`config.mk`:
```
export PLATFORM = sky130hd
export DESIGN_NAME = kendall_stream_rank
export DESIGN_NICKNAME = d
export VERILOG_FILES = /design/src/rtl/kendall_stream_rank_pkg.sv /design/src/rtl/kendall_pair_disc.sv /design/src/rtl/kendall_stream_rank.sv
export SDC_FILE = /design/constraint.sdc
export NUM_CORES = 1
export LEC_CHECK = 0
export ABC_AREA = 1
export BUFFER_PORTS_ARGS = -buffer_cell sky130_fd_sc_hd__buf_4
export CAP_MARGIN = 5
export CORE_MARGIN = 8
export CORE_UTILIZATION = 55
export DETAILED_ROUTE_END_ITERATION = 8
export GPL_TIMING_DRIVEN = 0
export PLACE_DENSITY = 0.74
export SLEW_MARGIN = 20
export SYNTH_ARGS = -nofsm -noshare
export SYNTH_HDL_FRONTEND = slang
export SYNTH_SLANG_ARGS = --single-unit
```
`constraint.sdc`:
```
create_clock -name clk -period 7.5 [get_ports clk]
set_input_delay 1.5 -clock clk [delete_from_list [all_inputs] [get_ports clk]]
set_output_delay 1.5 -clock clk [all_outputs]
set_load 0.01 [all_outputs]
```
`src/rtl/kendall_stream_rank_pkg.sv`:
```
// rtl/kendall_stream_rank_pkg.sv - shared encodings and lookup tables for the streaming Kendall rank block
//
// Contents:
//   - FSM state encoding (LOAD / COMPARE / DONE)
//   - pair-index-to-slot tables for the six pairs of a four-point frame
//   - discord-count-to-Kendall-code table (4*tau rounded, signed 4-bit)
package kendall_stream_rank_pkg;

    localparam logic [1:0] ST_LOAD    = 2'b00;
    localparam logic [1:0] ST_COMPARE = 2'b01;
    localparam logic [1:0] ST_DONE    = 2'b10;

    localparam logic [2:0] LAST_PAIR = 3'd5;

    // Pair p uses slots (a,b); entry p sits at bits [2p+1:2p].
    // Pairs in order: (0,1),(0,2),(0,3),(1,2),(1,3),(2,3).
    localparam logic [11:0] PAIR_A_TBL = {2'd2, 2'd1, 2'd1, 2'd0, 2'd0, 2'd0};
    localparam logic [11:0] PAIR_B_TBL = {2'd3, 2'd3, 2'd2, 2'd3, 2'd2, 2'd1};

    // Kendall code for discord count d sits at bits [4d+3:4d], d = 0..6.
    localparam logic [27:0] KCODE_TBL = {4'b1100, 4'b1101, 4'b1111, 4'b0000,
                                         4'b0001, 4'b0011, 4'b0100};

    function automatic logic [1:0] pair_slot_a(input logic [2:0] p);
        int unsigned i;
        i = p;
        if (i > 5) return 2'd0;
        return PAIR_A_TBL[2*i +: 2];
    endfunction

    function automatic logic [1:0] pair_slot_b(input logic [2:0] p);
        int unsigned i;
        i = p;
        if (i > 5) return 2'd0;
        return PAIR_B_TBL[2*i +: 2];
    endfunction

    // A count of 7 cannot arise from six pairs; it maps to 0.
    function automatic logic [3:0] count_to_code(input logic [2:0] d);
        int unsigned i;
        i = d;
        if (i > 6) return 4'b0000;
        return KCODE_TBL[4*i +: 4];
    endfunction

endpackage

```
`src/rtl/kendall_pair_disc.sv`:
```
// rtl/kendall_pair_disc.sv - combinational discordance test for one pair of points
//
// Ports:
//   xa_i, ya_i : first point coordinates (unsigned)
//   xb_i, yb_i : second point coordinates (unsigned)
//   disc_o     : 1 when the pair is discordant (strict greater-than, ties give 0)
module kendall_pair_disc #(
    parameter int COORD_W = 4
) (
    input  logic [COORD_W-1:0] xa_i,
    input  logic [COORD_W-1:0] ya_i,
    input  logic [COORD_W-1:0] xb_i,
    input  logic [COORD_W-1:0] yb_i,
    output logic               disc_o
);

    logic gx;
    logic gy;

    assign gx     = (xa_i > xb_i);
    assign gy     = (ya_i > yb_i);
    assign disc_o = gx ^ gy;

endmodule

```
`src/rtl/kendall_stream_rank.sv`:
```
// rtl/kendall_stream_rank.sv - streaming four-point Kendall rank: buffer points, compare pairs serially, return code
//
// Ports:
//   clk, rst_n            : clock, asynchronous active-low reset
//   clr                   : synchronous frame abort (highest priority)
//   pt_valid/pt_ready     : point input handshake, coordinates pt_x/pt_y
//   res_valid/res_ready   : result handshake, code on kendall (signed 4-bit, 4*tau)
//   busy                  : high while comparing or holding a result
module kendall_stream_rank
    import kendall_stream_rank_pkg::*;
#(
    parameter int COORD_W = 4,
    parameter int N_PTS   = 4
) (
    input  logic               clk,
    input  logic               rst_n,
    input  logic               clr,
    input  logic               pt_valid,
    output logic               pt_ready,
    input  logic [COORD_W-1:0] pt_x,
    input  logic [COORD_W-1:0] pt_y,
    output logic               res_valid,
    input  logic               res_ready,
    output logic [3:0]         kendall,
    output logic               busy
);

    localparam logic [1:0] LAST_IDX = 2'(N_PTS - 1);

    logic [1:0]         state_q,   state_d;
    logic [1:0]         idx_q,     idx_d;
    logic [2:0]         cnt_q,     cnt_d;
    logic [2:0]         pair_q,    pair_d;
    logic [3:0]         kendall_q, kendall_d;

    // Point buffer: written only on accept, so it needs no reset.
    logic [COORD_W-1:0] px_q [4];
    logic [COORD_W-1:0] py_q [4];

    logic               accept;
    logic [1:0]         slot_a;
    logic [1:0]         slot_b;
    logic               disc;
    logic [2:0]         cnt_sum;

    // Handshake outputs decode registered state only.
    assign pt_ready  = (state_q == ST_LOAD);
    assign res_valid = (state_q == ST_DONE);
    assign busy      = (state_q != ST_LOAD);
    assign kendall   = kendall_q;

    assign accept  = pt_valid && pt_ready && !clr;
    assign slot_a  = pair_slot_a(pair_q);
    assign slot_b  = pair_slot_b(pair_q);
    assign cnt_sum = cnt_q + {2'b00, disc};

    kendall_pair_disc #(
        .COORD_W (COORD_W)
    ) u_pair_disc (
        .xa_i   (px_q[slot_a]),
        .ya_i   (py_q[slot_a]),
        .xb_i   (px_q[slot_b]),
        .yb_i   (py_q[slot_b]),
        .disc_o (disc)
    );

    always_comb begin
        state_d   = state_q;
        idx_d     = idx_q;
        cnt_d     = cnt_q;
        pair_d    = pair_q;
        kendall_d = kendall_q;

        if (clr) begin
            state_d   = ST_LOAD;
            idx_d     = 2'd0;
            cnt_d     = 3'd0;
            pair_d    = 3'd0;
            kendall_d = 4'b0000;
        end else begin
            case (state_q)
                ST_LOAD: begin
                    if (accept) begin
                        idx_d = idx_q + 2'd1;
                        if (idx_q == LAST_IDX) begin
                            state_d = ST_COMPARE;
                            idx_d   = 2'd0;
                            cnt_d   = 3'd0;
                            pair_d  = 3'd0;
                        end
                    end
                end
                ST_COMPARE: begin
                    cnt_d  = cnt_sum;
                    pair_d = pair_q + 3'd1;
                    if (pair_q == LAST_PAIR) begin
                        // The final pair's flag is folded in here, not a cycle later.
                        kendall_d = count_to_code(cnt_sum);
                        pair_d    = 3'd0;
                        state_d   = ST_DONE;
                    end
                end
                ST_DONE: begin
                    if (res_ready) begin
                        state_d = ST_LOAD;
                        idx_d   = 2'd0;
                    end
                end
                default: begin
                    state_d = ST_LOAD;
                    idx_d   = 2'd0;
                    cnt_d   = 3'd0;
                    pair_d  = 3'd0;
                end
            endcase
        end
    end

    always_ff @(posedge clk or negedge rst_n) begin
        if (!rst_n) begin
            state_q   <= ST_LOAD;
            idx_q     <= 2'd0;
            cnt_q     <= 3'd0;
            pair_q    <= 3'd0;
            kendall_q <= 4'b0000;
        end else begin
            state_q   <= state_d;
            idx_q     <= idx_d;
            cnt_q     <= cnt_d;
            pair_q    <= pair_d;
            kendall_q <= kendall_d;
        end
    end

    always_ff @(posedge clk) begin
        if (accept) begin
            px_q[idx_q] <= pt_x;
            py_q[idx_q] <= pt_y;
        end
    end

endmodule

```
Word-level counts from Yosys, hierarchy flattened. Memory sizes are Yosys's and may differ from the RTL's. Cells that the tools add are included.

Flip-flop bits (word level): 14. Memory bits (writable): 32. Input bits: 13. Output and inout bits: 7. Logic and storage cells: 71. Memories kept: 2.

Add/sub/neg operators: 3. Order comparisons: 4. Eq/ne operators: 10. Shifts and indexed selects: 3. Multiplexer cells: 32. Bitwise operators: 1. Reduce and logical (&&, ||, !) cells: 11.

Memories: px_q (depth 4, width 4, rd ports 2, clocked after memory_dff 0, write ports 1, line kendall_stream_rank.sv:37) `logic [COORD_W-1:0] px_q [4];`; py_q (depth 4, width 4, rd ports 2, clocked after memory_dff 0, write ports 1, line kendall_stream_rank.sv:38) `logic [COORD_W-1:0] py_q [4];`.

Operator list (number): $shiftx 28x6->4 const A (1); $shiftx 12x5->2 const A (2); $mux 2 (11); $mux 4 (5); $pmux 3 s3 (2); $mux 3 (5); $pmux 2 s3 (2); $ne 3x2->1 const B (3); $gt 4x4->1 (2); $mux 1 (7); $gt 3x3->1 const B (2); $reduce_and 3->1 (2); $reduce_bool 2->1 (3); $eq 2x2->1 const B (2); $ne 2x2->1 const B (2); $reduce_and 4->1 (1); $add 3x1->3 (1); $add 3x1->3 const B (1); $eq 3x3->1 const B (1); $ne 3x3->1 const B (1); $add 2x1->2 const B (1); $eq 2x1->1 const B (1); $logic_and 1x1->1 (2); $logic_not 2->1 (1); 3 further kinds (3).

Longest topological paths before layout. Gate-level depths: netlist (run 1). An unclocked memory read counts as a cell.

Word-level depth: 16. Mapped depth: 28. Mapped depth without buffers: 27.

Modules after synthesis. Synthesis (run 1) repeated with hierarchy kept, for this count alone.

Cells, all modules: 332. Area total of the unflattened synthesis: 2685.1 sq um.

Modules (own cells, without submodules): kendall_stream_rank (times used 1, cells each 286, area each 2436.1 sq um, sequential area each 1311.3 sq um); kendall_pair_disc (times used 1, cells each 46, area each 249.0 sq um, sequential area each 0.0 sq um).

Worst setup path after synthesis (run 1). No wires, ideal clock.

Path type: register -> register. Start: register pair_q[2]. End: register kendall_q[1] (netlist: kendall[1]). Library setup time: 116 ps. Data arrival time: 2687 ps. Required time: 7384 ps. Path slack: 4696 ps. Stages on the path, launching flop included: 27. Clock period less this slack: 2804 ps. Cells stage by stage: dfrtp_1 buf_6 inv_2 nand2_1 nand2_2 buf_4 nand2_1 nand3_1 o21ai_0 ha_1 nand2_1 inv_1 nand2_1 nand2_1 nand2_1 nand2_1 nand2_1 ha_1 ha_1 inv_1 ha_1 inv_1 nand2_1 nand2_1 nor2_1 nand2_1 nand2_1.

Cells in the longest elaborated chain, start to end: 16. Elaborated cells between the ends (all ways): 25. Classes of those cells: 1 x add/sub; 4 x order compare; 1 x eq/ne; 3 x shift; 11 x mux; 1 x bitwise; 2 x reduce/logical; 2 x memory.

Ends and longest elaborated chain: start: declaration (line kendall_stream_rank.sv:33) `logic [2:0] pair_q, pair_d;`; start signal: assignment (line kendall_stream_rank.sv:130) `pair_q <= pair_d;`; $gt 3x3->1 (line kendall_stream_rank_pkg.sv:27, kendall_stream_rank_pkg.sv:34); $mux 1 (line kendall_stream_rank_pkg.sv:27, kendall_stream_rank_pkg.sv:34); $mux 2 (on tied branches) (line kendall_stream_rank_pkg.sv:28, kendall_stream_rank_pkg.sv:35); $mem_v2 4x4 (on tied branches); $gt 4x4->1 (on tied branches) (line kendall_pair_disc.sv:20, kendall_pair_disc.sv:21); $xor 1x1->1 (line kendall_pair_disc.sv:22) `assign disc_o = gx ^ gy;`; $add 3x1->3 (line kendall_stream_rank.sv:55) `assign cnt_sum = cnt_q + {2'b00, disc};`; $gt 3x3->1 (line kendall_stream_rank_pkg.sv:42) `if (i > 6) return 4'b0000;`; $mux 1 (line kendall_stream_rank_pkg.sv:42); $mux 1 (line kendall_stream_rank.sv:96) `if (pair_q == LAST_PAIR) begin`; $mux 1 (line kendall_stream_rank.sv:81) `case (state_q)`; $mux 1 (line kendall_stream_rank.sv:74) `if (clr) begin`; $mux 4 (line kendall_stream_rank_pkg.sv:43) `return KCODE_TBL[4*i +: 4];`; $mux 4 (line kendall_stream_rank.sv:96); $mux 4 (line kendall_stream_rank.sv:81); $mux 4 (line kendall_stream_rank.sv:74); end signal: assignment (line kendall_stream_rank.sv:131) `kendall_q <= kendall_d;`; end: declaration (line kendall_stream_rank.sv:34) `logic [3:0] kendall_q, kendall_d;`.

Parallel ways exist; a longest one is shown, timed or not. The select of a mux whose other input is x is not followed. A chain may end at the register's enable or synchronous reset.

Worst setup path in the final report (run 1).
Start: register pair_q[2]. End: register kendall_q[2] (netlist: kendall[2]).

Same word-level chain as after synthesis.

==> results of run 1 <==
==> cell usage in the layout (no fill, tap or decap) <==
cell      Yosys  final
or2_2         1      1
buf_6         4      4
o21ai_0      17     17
nand2_2       6      6
a21oi_1       5      5
clkbuf_8      0      5
nand2_1     105    105
buf_2         1      1
nand3_1      30     30
inv_2         3      3
dfrtp_1      14     14
inv_1        42     42
clkinv_1      0      1
nor2_1       20     20
nand3b_1      2      2
buf_4         1     20
o211ai_1      4      4
clkbuf_1      0      1
edfxtp_1     32     32
a21boi_0      1      1
nand4_1       1      1
ha_1         18     18
nor2_2        1      1
nor2_4        1      1
nor3_1        1      1
clkinv_2      0      1
o21ai_1       2      2
==> cell type report <==
type	instances	area, um^2	area share (%)
sequential	46	1311	44.92
multi-input combinational	215	1090	37.33
inverter	45	168.9	5.787
timing repair buffer	19	142.6	4.886
clock buffer	6	72.57	2.486
tap	54	67.56	2.315
buffer	6	57.56	1.972
clock inverter	2	8.758	0.3000
==> power by group <==
part | internal, W | switching, W
Combinational | 0.0000505 | 0.0000789
Clock | 0.0000641 | 0.0000800
Sequential | 0.000289 | 0.00000971
==> stage by stage <==
| stage | hold slack (ns) | utilization, % |
|---|---|---|
| 3_3_place_gp | 0.4658 | 60.89 |
| 4_1_cts | 0.4972 | 62.63 |
| 3_5_place_dp | 0.4756 | 60.89 |
| 6_report | 0.4935 | 62.63 |
| 5_1_grt | 0.5257 | 62.63 |
| 2_1_floorplan | 0.4594 | - |
==> critical path, stage by stage, from the launching register on <==
cell     delay (ns)
dfrtp_1        0.38
buf_6          0.13
inv_2          0.06
nand2_1        0.06
nand2_2        0.14
buf_4          0.21
nand2_1        0.07
nand3_1        0.08
o21ai_0        0.09
ha_1           0.31
nand2_1        0.06
nand2_1        0.05
nand2_1        0.06
nand2_1        0.07
nand2_1        0.05
nand2_1        0.06
nand2_1        0.06
ha_1           0.18
ha_1           0.36
inv_1          0.10
ha_1           0.22
nand2_1        0.06
o21ai_0        0.07
nand3_1        0.07
nand2_1        0.05
==> routing by layer <==
metal / wire (um) / track usage [%]
met2: 2395 / 24.79
met3: 224 / 3.958
met5: 0 / 0
met4: 140 / 9.709
met1: 2325 / 16.07
==> registers in the layout (all words and copies together) (netlist names) <==
name and count:
px_q 16, kendall 4, pair_q 3, state_q 2
idx_q 2, py_q 16, cnt_q 3
==> path summary, 6_finish.rpt <==
kind	from	to	slack (ns)	cells after the start
worst max register to register	pair_q[2]	kendall[2]	4.34	24
max in group asynchronous	rst_n	pair_q[0]	6.30	1
worst max-delay path	pair_q[2]	kendall[2]	4.34	24
worst min-delay path	kendall[0]	kendall[0]	0.49	2
worst min register to register	kendall[0]	kendall[0]	0.49	2
min in group asynchronous	rst_n	idx_q[1]	1.03	1
==> kinds of logic after synthesis <==
family	Yosys count
compound gates	29
buf+inv	51
simple gates	168
flops	46
fa+ha+maj	18
==> impl_metrics.py, run 1 <==
metrics = {
    "outcome": {
        "status": "finished clean",
    },
    "timing": {
        "report.final.slew_viol_count": 0,
        "setup_violations": 0,
        "rsz0062_at_grt": "false",
        "fin_skew_ns": 0.009499,
        "period_share_pct": 42.10,
        "post-route-min-period_ns": 3.157,
        "tightestPinTransition_ns": 0.8936,
        "setup_ws_ns": 4.343,
        "finalSetupTns_ns": 0,
        "max-slew-margin-rel_pct": 40.21,
        "final_hold_viol_count": 0,
        "fmax_mhz": 316.7,
    },
    "floorplan": {
        "pin_count": 20,
        "dieArea_mm2": 0.007245,
        "die_x_um": 85.12,
        "row_count": 25,
        "core_area_mm2": 0.004661,
        "die_h_um": 85.12,
        "start_util_pct": 56.38,
    },
    "place": {
        "hpwlAfterDp_mm": 3.718,
        "place.gp.congestion": 0.8603,
        "portBuffers": 19,
        "place_inst": 385,
        "post-place-ws_ns": 4.301,
        "placed_cell_area_mm2": 0.002838,
    },
    "drt": {
        "drt_iter0_markers": 65,
        "drcViolationCount": 0,
        "routedWlPerCell_um": 12.94,
        "routed_wl_mm": 5.084,
        "vias_per_cell": 5.137,
        "dr.pass1.iters": 4,
        "vias": 2019,
        "drtAntennaViolNets": 0,
    },
    "cts": {
        "clockBufferDepth": 2,
        "cts_buffers": 5,
        "path_clk_slew_ns": 0.08,
        "clock-root-buffer": "clkbuf_8",
        "ctsResizeCount": 0,
        "cts_setup_buffers": 0,
        "clk_latency_ns": 0.30,
        "hold_buffers": 0,
        "cts_tree": "yes",
        "clock_sinks": 46,
        "cts_max_level": 2,
    },
    "finish": {
        "nets": 369,
        "diodes": 0,
        "finalNonFillerCells": 393,
        "drive_gt1_share_pct": 12.68,
        "fill_cells": 411,
        "fin_area_mm2": 0.002919,
        "syn_to_final_growth_pct": 11.10,
    },
    "global_route": {
        "globalRoute.totalOverflow": 0,
        "grt_start_max_net_pins": 15,
        "antenna_found_initial": 0,
        "first_global_vias": 1953,
        "grt_pass1_wl_mm": 8.369,
        "track_usage_pct": 14.77,
    },
    "worst_setup_path": {
        "worstPathArrival_ns": 3.36,
        "crit_path_end_kind": "flop",
        "crit_type": "reg2reg",
        "path_max_fanout": 10,
        "crit_required_ns": 7.70,
        "cp-start-kind": "flop",
    },
    "yosys": {
        "synth_enable_flop_cells": 32,
        "synth-compound-area-share_pct": 6.000,
        "yosysMostFrequentCell": "nand2_1",
        "yosys.area.top_type": "edfxtp_1",
        "ys.flop_type": "edfxtp_1",
        "synth_area_leaders": "edfxtp_1 (37%), nand2_1 (15%), dfrtp_1 (13%), ha_1 (8.6%), inv_1 (6.0%)",
        "netlist_instances": 312,
        "yosysWarnings": 0,
        "synthAdderAreaFrac_pct": 8.571,
        "syn_area_mm2": 0.002628,
        "synth_area_per_cell_um2": 8.422,
        "synth_cell_types": 23,
        "syn_nets": 343,
        "synth_top_area_share_pct": 36.57,
        "ys_ff_latch": 46,
        "yosys.area_share.simple_pct": 26.90,
        "synth_top_family_by_area": "simple AND/OR/NAND/NOR gates",
        "synth_common_cells": "nand2_1 (105), inv_1 (42), edfxtp_1 (32)",
        "synthXorXnorAreaFrac_pct": 0,
        "async_flop_share_pct": 30.43,
        "seq_area_frac_synth_pct": 49.90,
        "synthMuxAreaShare_pct": 0,
    },
    "pwr": {
        "ir_drop_mv": 0.1268,
        "p_leak_nw": 1.407,
        "powerDensity_mw_per_mm2": 196.0,
        "finalPower_w": 0.0005721,
    },
    "job": {
        "max_cap_viol_count": 0,
    },
    "hold_path": {
        "hold_path.class": "reg2reg",
    },
}
Note: power is estimated with default switching activity, not from simulation.
==> inputs of run 2 (changes only) <==
CORE_UTILIZATION = 54   (was 55)
PLACE_DENSITY = 0.76   (was 0.74)
clock period = 2.8 ns   (was 7.5 ns; I/O delays follow)
==> impl_metrics.py, run 2 (same netlist as run 1, synthesis figures left out) <==
metrics = {
    "outcome": {
        "status": "finished with violations",
        "violations": "negative setup slack",
    },
    "finish": {
        "diodes": 0,
        "drive_gt1_share_pct": 30.20,
        "mostFrequentLayoutCells": "nand2_1 (89), inv_1 (35), edfxtp_1 (32), nand3_1 (25), buf_4 (25)",
        "fill_cells": 341,
        "nets": 381,
        "final_common_cell": "nand2_1",
        "syn_to_final_growth_pct": 28.81,
    },
    "cts": {
        "cts_max_level": 2,
        "path_clk_slew_ns": 0.09,
        "clk_latency_ns": 0.30,
        "hold_buffers": 0,
        "clock_sinks": 46,
        "clock-root-buffer": "clkbuf_8",
        "clockBufferDepth": 2,
        "cts_buffers": 5,
        "cts_tree": "yes",
    },
    "worst_setup_path": {
        "crit_type": "reg2reg",
        "path_max_fanout": 6,
        "cp-start-kind": "flop",
        "crit_path_start": "pair_q[2]",
        "worstPathArrival_ns": 3.21,
        "crit-reg2reg-launch": "pair_q[2]",
        "crit_required_ns": 2.99,
        "crit_path_end_kind": "flop",
    },
    "place": {
        "post-place-ws_ns": -0.2830,
        "hpwlAfterDp_mm": 3.740,
        "place.gp.congestion": 0.8505,
        "portBuffers": 19,
    },
    "floorplan": {
        "start_util_pct": 55.63,
        "die_h_um": 85.76,
        "die_x_um": 85.76,
        "dieArea_mm2": 0.007354,
        "row_count": 25,
        "core_area_mm2": 0.004723,
        "pin_count": 20,
    },
    "timing": {
        "tightestPinTransition_ns": 0.9354,
        "report.final.slew_viol_count": 0,
        "period_share_pct": 107.8,
        "fmax_mhz": 331.3,
        "setup_ws_ns": -0.2185,
        "setup_violations": 4,
        "fin_skew_ns": 0.009518,
        "holdWs_ns": 0.09397,
        "final_hold_viol_count": 0,
        "post-route-min-period_ns": 3.019,
        "max-slew-margin-rel_pct": 37.41,
        "rsz0062_at_grt": "true",
    },
    "global_route": {
        "antenna_found_initial": 0,
        "first_global_vias": 2110,
        "track_usage_pct": 16.14,
        "grt_start_max_net_pins": 15,
        "grt_pass1_wl_mm": 9.280,
        "globalRoute.totalOverflow": 0,
    },
    "drt": {
        "routedWlPerCell_um": 15.26,
        "vias": 2203,
        "drtAntennaViolNets": 0,
        "dr.pass1.iters": 4,
        "drt_iter0_markers": 137,
        "drcViolationCount": 0,
        "vias_per_cell": 5.270,
        "routed_wl_mm": 6.378,
    },
    "job": {
        "max_cap_viol_count": 0,
    },
    "pwr": {
        "powerDensity_mw_per_mm2": 538.8,
        "p_leak_nw": 1.528,
        "finalPower_w": 0.001823,
        "ir_drop_mv": 0.3676,
    },
    "hold_path": {
        "hold_path.class": "in2async",
    },
}
[run 2: changes by cell type in the layout (fill, tap and decap cells not counted), sizes merged]
cell      change
buf          +11
bufinv        +1
clkbuf        +1
clkinv        -2
clkinvlp      +1
[run 2: layout make-up]
type / instances / area (um^2) / share of cell area [%]
multi-input combinational: 215 / 1346 / 39.78
clock inverter: 2 / 37.54 / 1.109
tap: 67 / 83.83 / 2.477
timing repair buffer: 31 / 277.8 / 8.207
buffer: 6 / 71.32 / 2.107
sequential: 46 / 1314 / 38.82
inverter: 45 / 181.4 / 5.360
clock buffer: 6 / 72.57 / 2.144
[run 2: path summary, 6_finish.rpt]
kind                       cells after the start  slack, ns    endpoint
max                                           23      -0.22  kendall[0]
min                                            1       0.09  kendall[2]
max reg2reg                                   23      -0.22  kendall[0]
min reg2reg                                    2       0.48  kendall[1]
max in group asynchronous                      1       2.52   pair_q[1]
min in group clk                               1       0.46  px_q[3][2]
[run 2: metrics by stage]
stage / utilization [%] / area, um^2 / setup TNS [ns] / std cells
after floorplan: - / 2640 / 0 / 312
after global placement: 60.69 / 2867 / -0.8207 / 398
after detailed placement: 60.69 / 2867 / -1.021 / 398
after CTS: 67.84 / 3204 / -0.3906 / 414
after global routing: 71.66 / 3385 / -1.647 / 418
final: 71.66 / 3385 / -0.7410 / 418
[run 2: layer usage]
metal | part of all wire [%] | global-route usage (%) | up-vias
li1 | - | - | 1083
met1 | 40 | 16.87 | 1026
met2 | 52 | 29.06 | 75
met3 | 4.9 | 4.107 | 19
met4 | 3.5 | 8.439 | 0
met5 | 0 | 0 | -
[run 2: critical path, cell delays in order (launching register included)]
cell and delay (ns):
dfrtp_1 0.40, buf_6 0.15, inv_6 0.07, nand2_4 0.06, nand2_8 0.11, buf_8 0.14, nand2_1 0.09, nand3_2 0.09
o21ai_1 0.08, ha_1 0.28, nand2_1 0.06, inv_2 0.07, nand2_2 0.06, nand2_1 0.08, nand2_1 0.09, nand2_2 0.09
nand2_4 0.06, ha_4 0.16, ha_4 0.29, inv_4 0.05, ha_4 0.26, nand2_1 0.05, nand3_1 0.08, nand2_1 0.05
[run 2: power breakdown]
group          total (W)  switching [W]  internal, W  leakage [nW]
Combinational   0.000534       0.000308     0.000226         0.996
Clock           0.000486       0.000220     0.000266        0.0514
Sequential      0.000803      0.0000286     0.000774         0.480
Total            0.00182       0.000557      0.00127          1.53
[run 2: repair_timing]
| item | in CTS | in global routing |
|---|---|---|
| cloned | 3 | 1 |
| endpoints found under the setup margin | 6 | 6 |
| gates resized for setup | 43 | 46 |
| pin swaps | 16 | 33 |
| buffers inserted | 5 | 4 |
